[src/rtl/alu_pkg.sv]
// alu_pkg: shared ALU operation encodings plus multiply sequencer state and latency
package alu_pkg;
  typedef enum logic [3:0] {
    C_ADD_U, C_SUB_U, C_AND, C_OR, C_XOR, C_NOR, C_SLT, C_SLTU,
    C_SLL, C_SRL, C_SRA, C_LUI, C_MULT, C_MUL_U, C_MFHI, C_MFLO
  } alu_sel_t;
  typedef enum logic [1:0] {IDLE, RUN, FIX} mult_state_t;
  localparam int MULT_WIDTH = 32;
  localparam int MULT_LAT = MULT_WIDTH + 1;
endpackage

[src/rtl/mult_hilo_seq.sv]
// mult_hilo_seq: radix-2 shift-add multiply sequencer owning architectural HI/LO
module mult_hilo_seq
  import alu_pkg::*;
#(
  parameter int WIDTH = MULT_WIDTH
) (
  input  logic             clk,
  input  logic             rst_n,
  input  logic             req,
  input  alu_sel_t         alu_sel,
  input  logic [WIDTH-1:0] a,
  input  logic [WIDTH-1:0] b,
  output logic             ready,
  output logic             busy,
  output logic             done,
  output logic [WIDTH-1:0] hi,
  output logic [WIDTH-1:0] lo,
  output logic [WIDTH-1:0] mf_result,
  output logic             mf_stall
);
  localparam int CW = $clog2(WIDTH + 1);
  mult_state_t        r_state, w_next;
  logic [2*WIDTH-1:0] r_acc, r_mcand, w_prod;
  logic [WIDTH-1:0]   r_mplier, r_hi, r_lo, w_abs_a, w_abs_b;
  logic [CW-1:0]      r_cnt;
  logic               r_neg, r_done, w_signed, w_accept, w_mf;
  always_comb begin
    w_signed = alu_sel == C_MULT;
    w_accept = req & (r_state == IDLE) & (w_signed | (alu_sel == C_MUL_U));
    w_abs_a  = (w_signed & a[WIDTH-1]) ? -a : a;
    w_abs_b  = (w_signed & b[WIDTH-1]) ? -b : b;
    w_prod   = r_neg ? -r_acc : r_acc;
    w_next   = r_state;
    w_next   = (r_state == IDLE) ? (w_accept ? RUN : IDLE) :
               (r_state == RUN)  ? ((r_cnt == CW'(1)) ? FIX : RUN) : IDLE;
  end
  always_ff @(posedge clk or negedge rst_n) begin
    if (!rst_n) begin
      r_state  <= IDLE;
      r_acc    <= '0;
      r_mcand  <= '0;
      r_mplier <= '0;
      r_cnt    <= '0;
      r_neg    <= 1'b0;
      r_done   <= 1'b0;
      r_hi     <= '0;
      r_lo     <= '0;
    end else begin
      r_state <= w_next;
      r_done  <= r_state == FIX;
      if (w_accept) begin
        r_acc    <= '0;
        r_mcand  <= {{WIDTH{1'b0}}, w_abs_a};
        r_mplier <= w_abs_b;
        r_neg    <= w_signed & (a[WIDTH-1] ^ b[WIDTH-1]);
        r_cnt    <= CW'(WIDTH);
      end else if (r_state == RUN) begin
        r_acc    <= r_acc + (r_mplier[0] ? r_mcand : '0);
        r_mcand  <= r_mcand << 1;
        r_mplier <= r_mplier >> 1;
        r_cnt    <= r_cnt - 1'b1;
      end
      if (r_state == FIX) {r_hi, r_lo} <= w_prod;
    end
  end
  always_comb begin
    w_mf      = (alu_sel == C_MFHI) | (alu_sel == C_MFLO);
    ready     = r_state == IDLE;
    busy      = r_state != IDLE;
    done      = r_done;
    hi        = r_hi;
    lo        = r_lo;
    mf_stall  = busy & w_mf;
    mf_result = (alu_sel == C_MFHI) ? r_hi : (alu_sel == C_MFLO) ? r_lo : '0;
  end
endmodule

[config.mk]
export PLATFORM = sky130hd
export DESIGN_NAME = mult_hilo_seq
export DESIGN_NICKNAME = d
export VERILOG_FILES = /design/src/rtl/alu_pkg.sv /design/src/rtl/mult_hilo_seq.sv
export SDC_FILE = /design/constraint.sdc
export NUM_CORES = 1
export LEC_CHECK = 0
export ABC_AREA = 0
export CORE_ASPECT_RATIO = 0.9
export CORE_MARGIN = 3
export CORE_UTILIZATION = 35
export CTS_BUF_LIST = sky130_fd_sc_hd__clkbuf_16
export CTS_CLUSTER_SIZE = 10
export DETAILED_ROUTE_END_ITERATION = 12
export MAX_ROUTING_LAYER = met4
export SLEW_MARGIN = 10
export SYNTH_ARGS = -nofsm -noshare
export SYNTH_HDL_FRONTEND = slang
export SYNTH_SLANG_ARGS = --single-unit
[constraint.sdc]
create_clock -name clk -period 3.85 [get_ports clk]
set_input_delay 0.77 -clock clk [delete_from_list [all_inputs] [get_ports clk]]
set_output_delay 0.77 -clock clk [all_outputs]
set_load 0.01 [all_outputs]
==> metrics.csv <==
metric,value,unit
status,completed,
Critical Path RT,4.27,ns
initial antenna violation count,5,
"count leader, synth",o21ai_0,
cell mode on critical path,o21ai_0,
clock transition at the registers of the reported paths,0.06,ns
"delay-heaviest family, CP",compound AO/OA/AOI/OAI gates,
depth of the CTS H-tree,1,
nets@finish,2184,
first-pass GRT wire length,77.6,mm
GRT Residual Overflow,0,
TritonRoute pass-1 iters,5,
Yosys reg bits,234,
post-synth cell types,69,
top-area cell type share of the netlist area,37.0,%
GPL Wtd Cong,0.974,
Sequential Power Share,47.8,%
critical path class,reg2reg,
number of global-route vias before repair,13700,
Worst slew margin,33.1,%
Avg Inst Size Synth,8.33,um^2
Pint,3.98,mW
cell count after synthesis,1901,
CTS tree,built,
hpwl dp,38.1,mm
Final Hold Viols,0,
total clock sinks,234,
GR Util All Layers,20.4,%
GR peak layer,met1,
Synth Flop Type,dfrtp_1,
Hold Crit Class,in2async,
die area,47800,um^2
CP startpoint kind,register,
Wirelength per Cell,18.2,um
io pins,171,
TNS Setup,0,ns
largest net degree at the start of global routing,103,
root buffer cell,clkbuf_16,
Via-to-Cell Ratio,5.38,
Yosys top cell by area,dfrtp_1,
CTS max path bufs,3,
Achievable Freq,0.274,GHz
Max-Cap Viols,0,
Max VDD drop,0.000297,V
met3 Usage GRT,3.32,%
Yosys Warn Count,0,
Psw,1.17,mW
worst-path fanout max,4,
Worst EP arrival,4.07,ns
Core Area,44500,um^2
part of the cycle the worst path needs,94.7,%
"wirelength, routed",48.3,mm
CP Launch Point,r_mplier[0],
"EDFF count, synth",0,
Initial Utilization,35.6,%
"top cells by area, synth","dfrtp_1, o21ai_0, nand2_1, xor2_1, ha_1",
GR Layer Usage met1,31.0,%
combinational share of power,4.9,%
Clk pwr share,47.4,%
Clock Skew,0.0230,ns
PD cells,268,nW/um^2
syn_nets,2041,
Post-synth top cells,"o21ai_0, nand2_1, dfrtp_1",
leak pwr,7.86,nW
RSZ-0062 raised after global routing,no,
clock buffer count from CTS,29,
"slowest stage delay, CP",0.40,ns
slowest cell on the critical path,dfrtp_1,
"Slew Viols, Final",0,
Synth async-reset ratio,100,%
Post-DRT Antenna Nets,0,
Reg-to-Reg Start,r_mplier[0],
Tightest Pin Transition,0.999,ns
met2 Track Usage GR,28.6,%
vias after detailed routing,14300,
layout cells sized above 1,5.89,%
port buffer count,170,
DRC errors left,0,
CP Cell Sequence,and2_1 -> ha_1 -> fa_2 -> a211o_1 -> a211o_1 -> and3_1 -> a221o_1 -> a31oi_1 -> buf_4 -> o21ai_0 -> a21oi_1 -> o21ai_0 -> xnor2_1 -> o21ai_0,
min cycle time layout,3.64,ns
"Seq/Total Area, Yosys",37.0,%
Setup WS post-layout,0.205,ns
synthesized area,15800,um^2
CP Buf/Inv Count,1,
Die Y,208,um
dpl ws,0.0417,ns
Die X,230,um
Rows,73,
switching share of power,22.7,%
CP endpoint kind,register,
Layout area overhead,21.3,%
Clock Latency Late Sink,0.58,ns
Final setup viols,0,
drt initial violations,958,
## worst reg2reg max path: stages, from the launching register on
cell and delay (ns):
dfrtp_1 0.40, and2_1 0.17, ha_1 0.21, fa_2 0.35
a211o_1 0.32, a211o_1 0.32, and3_1 0.18, a221o_1 0.36
a31oi_1 0.26, buf_4 0.18, o21ai_0 0.13, a21oi_1 0.25
o21ai_0 0.13, xnor2_1 0.16, o21ai_0 0.09
## through the flow
| step | instances | area [um^2] | util, % | power [mW] | hold WS, ns |
|---|---|---|---|---|---|
| CTS | 2653 | 19200 | 43.1 | 5.23 | 0.256 |
| global route | 2658 | 19200 | 43.2 | 5.33 | 0.283 |
| floorplan | 1901 | 15800 | - | 2.58 | 0.450 |
| global placement | 2612 | 18300 | 41.2 | 2.76 | 0.466 |
| finish | 2658 | 19200 | 43.2 | 5.15 | 0.221 |
| detailed placement | 2612 | 18300 | 41.2 | 2.76 | 0.488 |
## power by group through the flow
stage                     registers (mW)  clock network (mW)  logic (mW)
after floorplan                     2.51                   0      0.0731
after global placement              2.50                   0       0.253
after detailed placement            2.50                   0       0.254
after CTS                           2.46                2.51       0.255
after global routing                2.46                2.60       0.278
final                               2.46                2.44       0.250
## path summary, 6_finish.rpt
path	cells past startpoint	slack, ns	end
worst max-delay path	14	0.21	r_acc[42]
worst min-delay path	1	0.22	r_mcand[59]
worst max register to register	14	0.21	r_acc[42]
worst min register to register	2	0.49	r_mcand[46]
max in group asynchronous	2	2.69	r_mcand[16]
min in group clk	2	0.49	r_mcand[46]
## what timing repair did
action                     CTS  global route
resized for setup            0            11
hold buffers                 0             0
setup endpoints to repair    0            20
buffers inserted             0             1
## per-layer routing
layer  up-vias  share of wire (%)
li1       7073                  -
met1      6738                 51
met2       419                 40
met3        57                6.8
met4         0                2.0
met5         -                  0
## layout by cell type (no fill, tap or decap), types with 12 or more instances in the layout
cell type          n
nor3_1            26
buf_4             48
clkdlybuf4s50_1  168
mux2i_1           35
a21oi_1           99
xnor2_1           71
xor2_1           108
inv_1             27
a21o_1            29
nor2_1           113
a31oi_1           12
nand2_1          272
clkbuf_16         29
and2_1            69
o21ai_0          293
nand2b_1          12
o31ai_1           27
or3_1             31
dfrtp_1          233
nand3_1           35
nand4_1           15
a22oi_1           59
ha_1              68
## sequential cells by signal, indices dropped and copies added (netlist names)
name,cells
r_acc,64
r_mplier,32
r_neg,1
r_cnt,6
done,1
r_state,2
lo,32
r_mcand,64
hi,32
## final cells by class
cell class              count  area (um^2)
diodes                      4         10.0
clock buffers              29          726
clock inverters            12         95.1
fillers                  4426        25300
inverters                  22         82.6
multi-input cells        1534         9550
flip-flops and latches    234         5860
well taps                 600          751
repair buffers            223         2140
## kinds of logic after synthesis
group                      count (synthesis)  share of synthesized area [%]
muxes                                     35                           2.21
AOI/OAI and AO/OA                        609                           23.0
buffers and inverters                    133                           3.16
DFF                                      234                           37.0
xor gates and xnor gates                 179                           9.90
and+or+nand+nor                          642                           19.2
adders and majority gates                 69                           5.50
No activity file was read; power rests on OpenSTA's default activity.
